## src/rtl/multicycle_controller.sv

```systemverilog
// rtl/multicycle_controller.sv - multi-cycle RV32I control FSM with memory-wait timeout and sticky trap
// Optional LUI/AUIPC decode is enabled by defining CTRL_UPPER_IMM_EN.
module multicycle_controller #(
  parameter int unsigned TIMEOUT_CYCLES = 255,
  localparam int unsigned CNT_W = (TIMEOUT_CYCLES == 0) ? 1 : $clog2(TIMEOUT_CYCLES + 1)
) (
  input  logic       clk_i,
  input  logic       rst_i,
  input  logic [6:0] op_i,
  input  logic       mem_ready_i,
  output logic       mem_req_o,
  output logic       mem_write_o,
  output logic       adr_src_o,
  output logic       ir_write_o,
  output logic       pc_write_o,
  output logic       branch_o,
  output logic       reg_write_o,
  output logic [1:0] result_src_o,
  output logic [1:0] alu_src_a_o,
  output logic [1:0] alu_src_b_o,
  output logic [2:0] imm_src_o,
  output logic [1:0] alu_op_o,
  output logic       retire_o,
  output logic [1:0] trap_cause_o
);

  localparam logic [6:0] OP_LOAD   = 7'b0000011;
  localparam logic [6:0] OP_STORE  = 7'b0100011;
  localparam logic [6:0] OP_RTYPE  = 7'b0110011;
  localparam logic [6:0] OP_ITYPE  = 7'b0010011;
  localparam logic [6:0] OP_BRANCH = 7'b1100011;
  localparam logic [6:0] OP_JAL    = 7'b1101111;
  localparam logic [6:0] OP_JALR   = 7'b1100111;
`ifdef CTRL_UPPER_IMM_EN
  localparam logic [6:0] OP_LUI    = 7'b0110111;
  localparam logic [6:0] OP_AUIPC  = 7'b0010111;
`endif

  localparam logic [2:0] IMM_I = 3'b000;
  localparam logic [2:0] IMM_S = 3'b001;
  localparam logic [2:0] IMM_B = 3'b010;
  localparam logic [2:0] IMM_J = 3'b011;
`ifdef CTRL_UPPER_IMM_EN
  localparam logic [2:0] IMM_U = 3'b100;
`endif

  typedef enum logic [3:0] {
    S_FETCH, S_DECODE, S_MEMADR, S_MEMREAD, S_MEMWB, S_MEMWRITE,
    S_EXECR, S_EXECI, S_ALUWB, S_BRANCH, S_JAL, S_JALR,
`ifdef CTRL_UPPER_IMM_EN
    S_LUI,
`endif
    S_TRAP
  } state_t;

  state_t           state, state_next;
  logic [CNT_W-1:0] wait_cnt;
  logic [1:0]       trap_cause, cause_set;
  logic             timeout_hit, mem_wait;
  logic             mem_req, mem_write, ir_write, pc_write, branch, reg_write, retire;

  // Hit on the last permitted wait cycle; a ready in that same cycle still takes priority.
  assign timeout_hit = (TIMEOUT_CYCLES != 0) && (32'(wait_cnt) == TIMEOUT_CYCLES - 1);
  assign mem_wait    = mem_req && !mem_ready_i;

  always_ff @(posedge clk_i or posedge rst_i) begin
    if (rst_i) begin
      state      <= S_FETCH;
      wait_cnt   <= '0;
      trap_cause <= 2'b00;
    end else begin
      state <= state_next;
      if (state_next != state)
        wait_cnt <= '0;
      else if (mem_wait)
        wait_cnt <= wait_cnt + CNT_W'(1);
      if (cause_set != 2'b00)
        trap_cause <= cause_set;
    end
  end

  always_comb begin
    state_next   = state;
    cause_set    = 2'b00;
    mem_req      = 1'b0;
    mem_write    = 1'b0;
    adr_src_o    = 1'b0;
    ir_write     = 1'b0;
    pc_write     = 1'b0;
    branch       = 1'b0;
    reg_write    = 1'b0;
    retire       = 1'b0;
    result_src_o = 2'b00;
    alu_src_a_o  = 2'b00;
    alu_src_b_o  = 2'b00;
    imm_src_o    = 3'b000;
    alu_op_o     = 2'b00;
    case (state)
      S_FETCH: begin
        mem_req      = 1'b1;
        alu_src_b_o  = 2'b10;
        result_src_o = 2'b10;
        if (mem_ready_i) begin
          ir_write   = 1'b1;
          pc_write   = 1'b1;
          state_next = S_DECODE;
        end else if (timeout_hit) begin
          state_next = S_TRAP;
          cause_set  = 2'b10;
        end
      end
      S_DECODE: begin
        alu_src_a_o = 2'b01;
        alu_src_b_o = 2'b01;
        imm_src_o   = IMM_B;
        if (op_i == OP_JAL) imm_src_o = IMM_J;
`ifdef CTRL_UPPER_IMM_EN
        if (op_i == OP_AUIPC) imm_src_o = IMM_U;
`endif
        case (op_i)
          OP_LOAD, OP_STORE: state_next = S_MEMADR;
          OP_RTYPE:          state_next = S_EXECR;
          OP_ITYPE:          state_next = S_EXECI;
          OP_BRANCH:         state_next = S_BRANCH;
          OP_JAL:            state_next = S_JAL;
          OP_JALR:           state_next = S_JALR;
`ifdef CTRL_UPPER_IMM_EN
          OP_LUI:            state_next = S_LUI;
          OP_AUIPC:          state_next = S_ALUWB;
`endif
          default: begin
            state_next = S_TRAP;
            cause_set  = 2'b01;
          end
        endcase
      end
      S_MEMADR: begin
        alu_src_a_o = 2'b10;
        alu_src_b_o = 2'b01;
        imm_src_o   = op_i[5] ? IMM_S : IMM_I;
        state_next  = op_i[5] ? S_MEMWRITE : S_MEMREAD;
      end
      S_MEMREAD: begin
        mem_req   = 1'b1;
        adr_src_o = 1'b1;
        if (mem_ready_i) begin
          state_next = S_MEMWB;
        end else if (timeout_hit) begin
          state_next = S_TRAP;
          cause_set  = 2'b10;
        end
      end
      S_MEMWB: begin
        result_src_o = 2'b01;
        reg_write    = 1'b1;
        retire       = 1'b1;
        state_next   = S_FETCH;
      end
      S_MEMWRITE: begin
        mem_req   = 1'b1;
        mem_write = 1'b1;
        adr_src_o = 1'b1;
        if (mem_ready_i) begin
          retire     = 1'b1;
          state_next = S_FETCH;
        end else if (timeout_hit) begin
          state_next = S_TRAP;
          cause_set  = 2'b10;
        end
      end
      S_EXECR: begin
        alu_src_a_o = 2'b10;
        alu_op_o    = 2'b10;
        state_next  = S_ALUWB;
      end
      S_EXECI: begin
        alu_src_a_o = 2'b10;
        alu_src_b_o = 2'b01;
        imm_src_o   = IMM_I;
        alu_op_o    = 2'b10;
        state_next  = S_ALUWB;
      end
      S_ALUWB: begin
        reg_write  = 1'b1;
        retire     = 1'b1;
        state_next = S_FETCH;
      end
      S_BRANCH: begin
        alu_src_a_o = 2'b10;
        alu_op_o    = 2'b01;
        branch      = 1'b1;
        retire      = 1'b1;
        state_next  = S_FETCH;
      end
      S_JALR: begin
        alu_src_a_o = 2'b10;
        alu_src_b_o = 2'b01;
        imm_src_o   = IMM_I;
        state_next  = S_JAL;
      end
      S_JAL: begin
        alu_src_a_o = 2'b01;
        alu_src_b_o = 2'b10;
        pc_write    = 1'b1;
        state_next  = S_ALUWB;
      end
`ifdef CTRL_UPPER_IMM_EN
      S_LUI: begin
        alu_src_a_o = 2'b11;
        alu_src_b_o = 2'b01;
        imm_src_o   = IMM_U;
        state_next  = S_ALUWB;
      end
`endif
      S_TRAP:  state_next = S_TRAP;
      default: state_next = S_FETCH;
    endcase
  end

  // Enables drop combinationally with reset so nothing commits or stays requested.
  assign mem_req_o    = mem_req & ~rst_i;
  assign mem_write_o  = mem_write & ~rst_i;
  assign ir_write_o   = ir_write & ~rst_i;
  assign pc_write_o   = pc_write & ~rst_i;
  assign branch_o     = branch & ~rst_i;
  assign reg_write_o  = reg_write & ~rst_i;
  assign retire_o     = retire & ~rst_i;
  assign trap_cause_o = trap_cause;

endmodule
```

## config.mk

```make
export PLATFORM = sky130hd
export DESIGN_NAME = multicycle_controller
export DESIGN_NICKNAME = d
export VERILOG_FILES = /design/src/rtl/multicycle_controller.sv
export SDC_FILE = /design/constraint.sdc
export NUM_CORES = 1
export LEC_CHECK = 0
export ABC_CLOCK_PERIOD_IN_PS = 1920
export CAP_MARGIN = 25
export CORE_ASPECT_RATIO = 0.7
export CORE_MARGIN = 1
export CORE_UTILIZATION = 43
export CTS_CLUSTER_SIZE = 8
export DETAILED_ROUTE_END_ITERATION = 8
export GPL_TIMING_DRIVEN = 1
export PLACE_DENSITY = 0.73
export SYNTH_ARGS = -nofsm -noshare
export SYNTH_HDL_FRONTEND = slang
export SYNTH_SLANG_ARGS = --single-unit
```

## constraint.sdc

```tcl
create_clock -name clk_i -period 1.92 [get_ports clk_i]
set_clock_uncertainty 0.15 [all_clocks]
set_input_delay 0.384 -clock clk_i [delete_from_list [all_inputs] [get_ports clk_i]]
set_output_delay 0.384 -clock clk_i [all_outputs]
set_load 0.005 [all_outputs]
```

[Word level (Yosys, flattened, before mapping)]
Cells that the tools add are included.
Storage, ports and cells
  output and inout bits: 21
  bits of input ports: 10
  logic and storage cells: 79
  bits in registers: 14
Operators by class
  eq/ne operators: 21
  add/sub/neg operators: 1
  reduce and logical (&&, ||, !) cells: 17
  mux-type cells: 29
  bitwise gates (word level): 8
Operators by type and width (number)
  one-hot mux 4 bit (8 select lines): 1
  one-hot mux 2 bit (2 select lines): 6
  one-hot mux 4 bit (6 select lines): 1
  equality test 7 bit, second input constant: 3
  equality test 4 bit, second input constant: 5
  equality test 4 x 3 -> 1 bit, second input constant: 4
  2-to-1 mux 4 bit: 4
  2-to-1 mux 8 bit: 2
  equality test 7 x 6 -> 1 bit, second input constant: 2
  OR reduction 2 bit: 6
  2-to-1 mux 1 bit: 10
  OR reduction 3 bit: 3
  adder 8 x 1 -> 8 bit, second input constant: 1
  equality test 4 x 2 -> 1 bit, second input constant: 2
  equality test 8 bit, second input constant: 1
  bitwise AND 1 bit: 7
  equality test 7 x 2 -> 1 bit, second input constant: 1
  equality test 7 x 5 -> 1 bit, second input constant: 1
  OR reduction 7 bit: 1
  OR reduction 5 bit: 1
  equality test 4 x 1 -> 1 bit, second input constant: 1
  logical NOT 4 bit: 1
  2-to-1 mux 2 bit: 2
  inequality test 4 bit: 1
  other kinds (7): 9

[Logic depth before layout (Yosys ltp)]
Gate-level depths: netlist of run 1.
  depth in word-level cells: 6
  mapped depth: 8
  depth with buffers taken out: 7

[Worst setup path before layout of run 1]
Ideal clock, no wire load.
  path kind: register to register
  start: register state[0]
  end: register wait_cnt[0]
  stages on the path, launching flop included: 7
  setup slack: -0.141 ns
  arrival: 1.771 ns
  required time: 1.630 ns
  clock period less this slack: 2.061 ns
  buffers on the path: 1
  setup time: 0.140 ns
  cells stage by stage: dfrtp_1 buf_6 or4_1 a31o_1 or3b_4 nand4_4 nor4b_1
On the way
  word-level cells in the longest chain between the ends: 5
  elaborated cells on any way between the ends: 22
  those cells by class: 10 x eq/ne; 7 x mux; 5 x reduce/logical
RTL lines
  start, declared: line 56  | state_t state, state_next;
  start signal, assigned: line 72  | state <= state_next;
  equality test 4 bit, or another cell as far along: line 98  | case (state)
  OR reduction 3 bit (no source line), or another cell as far along
  one-hot mux 4 bit (8 select lines) or 2-to-1 mux 1 bit (tied branches): line 98
  inequality test 4 bit or logical AND 1 bit (tied branches): line 73, 64
  2-to-1 mux 8 bit or nonzero test 2 bit (tied branches)
  end signal, assigned: line 76  | wait_cnt <= wait_cnt + CNT_W'(1);
  end, declared: line 57  | logic [CNT_W-1:0] wait_cnt;
Parallel ways exist; a longest one is shown, timed or not.
A chain may end at the register's enable or synchronous reset.

[Final worst setup path of run 1]
  start: register state[1]
  end: register wait_cnt[2]
Same word-level chain as after synthesis.

==> impl_metrics.json, run 1 <==
{
  "result_of_the_run": "finished with violations",
  "failed_checks": "setup timing",
  "cts_tree": "built",
  "final.period_utilization_pct": 126,
  "clk_pin_slew_ns": 0.06,
  "post_drt_via_cell_ratio": 6.63,
  "timing.rr.start": "state[1]",
  "antennaDiodeCount": 0,
  "post_dp_cell_area_mm2": 0.00195,
  "detailed_routing_iteration_count_for_the_pre_antenna_repair_pass": 4,
  "hpwl_um": 3270,
  "final_design_area_no_fill_mm2": 0.00272,
  "synth-edff-count": 0,
  "number_of_placement_rows": 16,
  "total_global_routing_overflow": 0,
  "globalplace.congestion": 0.946,
  "area_growth_syn_to_layout_pct": 101,
  "synth.cell_area_mm2": 0.00135,
  "clk-insertion-delay-late_ns": 0.25,
  "worstSetupStartpointType": "flip-flop",
  "detail_route.wl_per_cell_um": 24.0,
  "first_iter_violations": 364,
  "critical_path.endpoint_type": "flip-flop",
  "io_buffers": 29,
  "finalWorstSetupSlack_ns": -0.493,
  "inserted_clock_buffers": 3,
  "grt_start_max_net_pins": 15,
  "track_usage_pct": 33.8,
  "antenna_violating_nets_post_route": 0,
  "yosysSeqAreaShare_pct": 25.9,
  "clockBufferDepth": 2,
  "fin_tns_setup_ns": -6.97,
  "vias_in_the_first_global_route": 1765,
  "synthDistinctLibCells": 53,
  "drive_gt1_share_pct": 58.4,
  "fin_nets": 280,
  "final_max_slew_viol_count": 0,
  "peak_freq_mhz": 415,
  "cts_num_sinks": 14,
  "antenna_found_initial": 0,
  "cp.arrival_ns": 2.42,
  "worst_pin_slew_ns": 0.514,
  "postSynthCellCount": 165,
  "cts_hold_buf": 0,
  "syn_area_per_cell_um2": 8.20,
  "synth_flop_cell": "sky130_fd_sc_hd__dfrtp_1",
  "wirelength_um": 7260,
  "min_period_ns": 2.41,
  "design.core.area_mm2": 0.00288,
  "ys.warnings.count": 0,
  "die_x_um": 69.1,
  "synth_seq_cells": 14,
  "hold_path_class": "reg -> reg",
  "max-vdd-ir-drop_uv": 554,
  "effective_utilization_at_floorplan_pct": 47.0,
  "timing.slew.headroom_pct": 65.8,
  "required_ns": 1.92,
  "critPathMaxFanout": 7,
  "cts_max_level": 1,
  "timing.critical_path.from": "state[1]",
  "die_height_um": 48.9,
  "grt_setup_unrepaired": "true",
  "synth_nets": 177,
  "io-pin-count": 31,
  "placement.setup.worst_slack_ns": -0.778,
  "static-leakage-power_nw": 1.24,
  "synthArstFlopShare_pct": 100,
  "floorplan.die_area_mm2": 0.00338,
  "setup.worst_path.class": "reg -> reg",
  "fillerInstances": 81,
  "finalNonFillerCells": 303,
  "timing.max_cap.violations": 0,
  "setup_violations": 29,
  "dpl.cell_count": 262,
  "worstHoldStart": "trap_cause_o[0]",
  "vias": 2009,
  "grt_first_pass_wirelength_um": 9020,
  "drc": 0,
  "power_per_cell_area_mw_per_mm2": 1230,
  "cts.root.buffer_cell": "sky130_fd_sc_hd__clkbuf_8",
  "final-hold-violation-count": 0
}
==> cell families after synthesis <==
| logic type | share of synthesized area (%) |
|---|---|
| other | 0.277 |
| AND/OR/NAND/NOR | 42.5 |
| AO/OA/AOI/OAI | 13.8 |
| multiplexers | 1.57 |
| buffers and inverters | 8.96 |
| XOR/XNOR | 5.18 |
| adder cells (fa/ha/maj) | 1.85 |
| flip-flops | 25.9 |
==> worst max-delay path: stages, from the launching register on <==
cell and delay (ns):
sky130_fd_sc_hd__dfrtp_2 0.46, sky130_fd_sc_hd__buf_4 0.16, sky130_fd_sc_hd__buf_6 0.13, sky130_fd_sc_hd__xor2_4 0.22, sky130_fd_sc_hd__a21oi_4 0.11, sky130_fd_sc_hd__buf_4 0.18
sky130_fd_sc_hd__nor3b_1 0.38, sky130_fd_sc_hd__xnor2_1 0.19, sky130_fd_sc_hd__nor4b_4 0.33
==> registers in the layout (all words and copies together), names as in the netlist <==
| signal | cells |
|---|---|
| state | 4 |
| trap_cause_o | 2 |
| wait_cnt | 8 |
==> layer usage <==
metal  share of wire [%]  vias to the layer above  GRT usage [%]  wire length, um
li1                    -                      806              -                -
met1                  40                      970           44.4             2920
met2                  45                      193           55.0             3260
met3                  11                       40           8.47              770
met4                 4.3                        0           10.2              314
met5                   0                        -              0                0
==> what timing repair did <==
| action | CTS | global route |
|---|---|---|
| pin swaps | 20 | 26 |
| gates resized for setup | 125 | 60 |
| setup buffers | 21 | 20 |
| setup endpoints to repair | 30 | 32 |
==> cell type report <==
type	count	area (um^2)	share of cell area, %
flip-flops and latches	14	353	13.0
clock buffers	4	55.1	2.02
inverters	6	27.5	1.01
well taps	36	45.0	1.66
repair buffers	110	966	35.5
multi-input cells	133	1270	46.8
==> synthesized netlist by cell type, types with 2 or more instances <==
| master | n | area [um^2] |
|---|---|---|
| sky130_fd_sc_hd__nand2_1 | 17 | 63.8 |
| sky130_fd_sc_hd__dfrtp_1 | 14 | 350 |
| sky130_fd_sc_hd__nor2_1 | 12 | 45.0 |
| sky130_fd_sc_hd__nor3_1 | 12 | 60.1 |
| sky130_fd_sc_hd__nor4b_1 | 10 | 87.6 |
| sky130_fd_sc_hd__o21ai_0 | 8 | 40.0 |
| sky130_fd_sc_hd__xnor2_1 | 7 | 61.3 |
| sky130_fd_sc_hd__inv_1 | 6 | 22.5 |
| sky130_fd_sc_hd__nand3_1 | 5 | 25.0 |
| sky130_fd_sc_hd__nor2b_1 | 5 | 31.3 |
| sky130_fd_sc_hd__clkbuf_1 | 4 | 15.0 |
| sky130_fd_sc_hd__nand2b_1 | 4 | 25.0 |
| sky130_fd_sc_hd__a21oi_1 | 3 | 15.0 |
| sky130_fd_sc_hd__and3_1 | 3 | 18.8 |
| sky130_fd_sc_hd__clkbuf_8 | 3 | 41.3 |
| sky130_fd_sc_hd__nand3b_1 | 3 | 22.5 |
| sky130_fd_sc_hd__nor4_1 | 3 | 18.8 |
| sky130_fd_sc_hd__o211ai_1 | 3 | 22.5 |
| sky130_fd_sc_hd__a2111oi_0 | 2 | 17.5 |
| sky130_fd_sc_hd__a21o_1 | 2 | 15.0 |
| sky130_fd_sc_hd__and3b_1 | 2 | 17.5 |
| sky130_fd_sc_hd__buf_4 | 2 | 15.0 |
| sky130_fd_sc_hd__buf_6 | 2 | 22.5 |
| sky130_fd_sc_hd__ha_1 | 2 | 25.0 |
| sky130_fd_sc_hd__nor3b_1 | 2 | 15.0 |
| sky130_fd_sc_hd__or3_2 | 2 | 15.0 |
==> cells in the final DEF, fill, tap and decap left out, types with 2 or more instances in the layout <==
master,netlist,final
sky130_fd_sc_hd__ha_1,2,2
sky130_fd_sc_hd__inv_1,6,4
sky130_fd_sc_hd__nor4b_2,0,3
sky130_fd_sc_hd__and3b_1,2,2
sky130_fd_sc_hd__nand2b_4,0,3
sky130_fd_sc_hd__buf_4,2,55
sky130_fd_sc_hd__nand2_2,0,5
sky130_fd_sc_hd__o211ai_1,3,3
sky130_fd_sc_hd__nor2b_4,0,2
sky130_fd_sc_hd__nor3_4,0,4
sky130_fd_sc_hd__dlygate4sd2_1,0,3
sky130_fd_sc_hd__nand2_1,17,11
sky130_fd_sc_hd__a21o_1,2,2
sky130_fd_sc_hd__a21oi_1,3,3
sky130_fd_sc_hd__o21ai_0,8,4
sky130_fd_sc_hd__nor4b_4,0,7
sky130_fd_sc_hd__nor2_4,0,4
sky130_fd_sc_hd__buf_6,2,21
sky130_fd_sc_hd__clkbuf_8,3,4
sky130_fd_sc_hd__and3_1,3,3
sky130_fd_sc_hd__nor3b_1,2,2
sky130_fd_sc_hd__dlymetal6s2s_1,0,6
sky130_fd_sc_hd__nand3b_1,3,3
sky130_fd_sc_hd__nor3_2,0,3
sky130_fd_sc_hd__nor2_1,12,8
sky130_fd_sc_hd__nor2b_1,5,4
sky130_fd_sc_hd__dfrtp_1,14,12
sky130_fd_sc_hd__nand3_1,5,5
sky130_fd_sc_hd__buf_8,0,4
sky130_fd_sc_hd__dfrtp_2,0,2
sky130_fd_sc_hd__xnor2_1,7,7
sky130_fd_sc_hd__o21ai_1,0,4
sky130_fd_sc_hd__a2111oi_4,0,2
sky130_fd_sc_hd__nor3_1,12,5
sky130_fd_sc_hd__nor4_4,0,2
sky130_fd_sc_hd__buf_2,0,15
sky130_fd_sc_hd__buf_12,0,2
sky130_fd_sc_hd__clkdlybuf4s50_1,0,4
==> power by group <==
part	leakage [nW]	internal (mW)	switching (mW)
Clock	0.0288	0.182	0.121
Combinational	1.02	1.35	1.32
Sequential	0.184	0.336	0.0531
Total	1.24	1.86	1.49
==> per-stage QoR <==
| step | hold WS (ns) | power, mW | utilization [%] |
|---|---|---|---|
| after floorplan | 0.134 | 1.19 | - |
| after global placement | 0.315 | 1.79 | 67.5 |
| after detailed placement | 0.344 | 1.84 | 67.5 |
| after CTS | 0.299 | 2.50 | 81.0 |
| after global routing | 0.386 | 3.45 | 94.4 |
| final | 0.371 | 3.36 | 94.4 |
==> path summary, 6_finish.rpt <==
| path | end | slack, ns | cells after the start |
|---|---|---|---|
| min in group asynchronous | wait_cnt[5] | 0.45 | 3 |
| worst max-delay path | wait_cnt[2] | -0.49 | 8 |
| worst max register to register | wait_cnt[2] | -0.49 | 8 |
| max in group asynchronous | state[2] | 0.98 | 3 |
| worst min register to register | trap_cause_o[0] | 0.37 | 1 |
| worst min-delay path | trap_cause_o[0] | 0.37 | 1 |
Note: power is estimated with default switching activity, not from simulation.
==> run 2, diff against run 1 <==
--- a/config.mk
+++ b/config.mk
@@ -6,7 +6,7 @@
 export NUM_CORES = 1
 export LEC_CHECK = 0
 export ABC_CLOCK_PERIOD_IN_PS = 1920
-export CAP_MARGIN = 25
+export CAP_MARGIN = 20
 export CORE_ASPECT_RATIO = 0.7
 export CORE_MARGIN = 1
 export CORE_UTILIZATION = 43
@@ -14,6 +14,7 @@
 export DETAILED_ROUTE_END_ITERATION = 8
 export GPL_TIMING_DRIVEN = 1
 export PLACE_DENSITY = 0.73
+export SLEW_MARGIN = 30
 export SYNTH_ARGS = -nofsm -noshare
 export SYNTH_HDL_FRONTEND = slang
 export SYNTH_SLANG_ARGS = --single-unit
==> results of run 2 <==
Same layout as run 1: the final DEF is identical, and so are final timing and power.
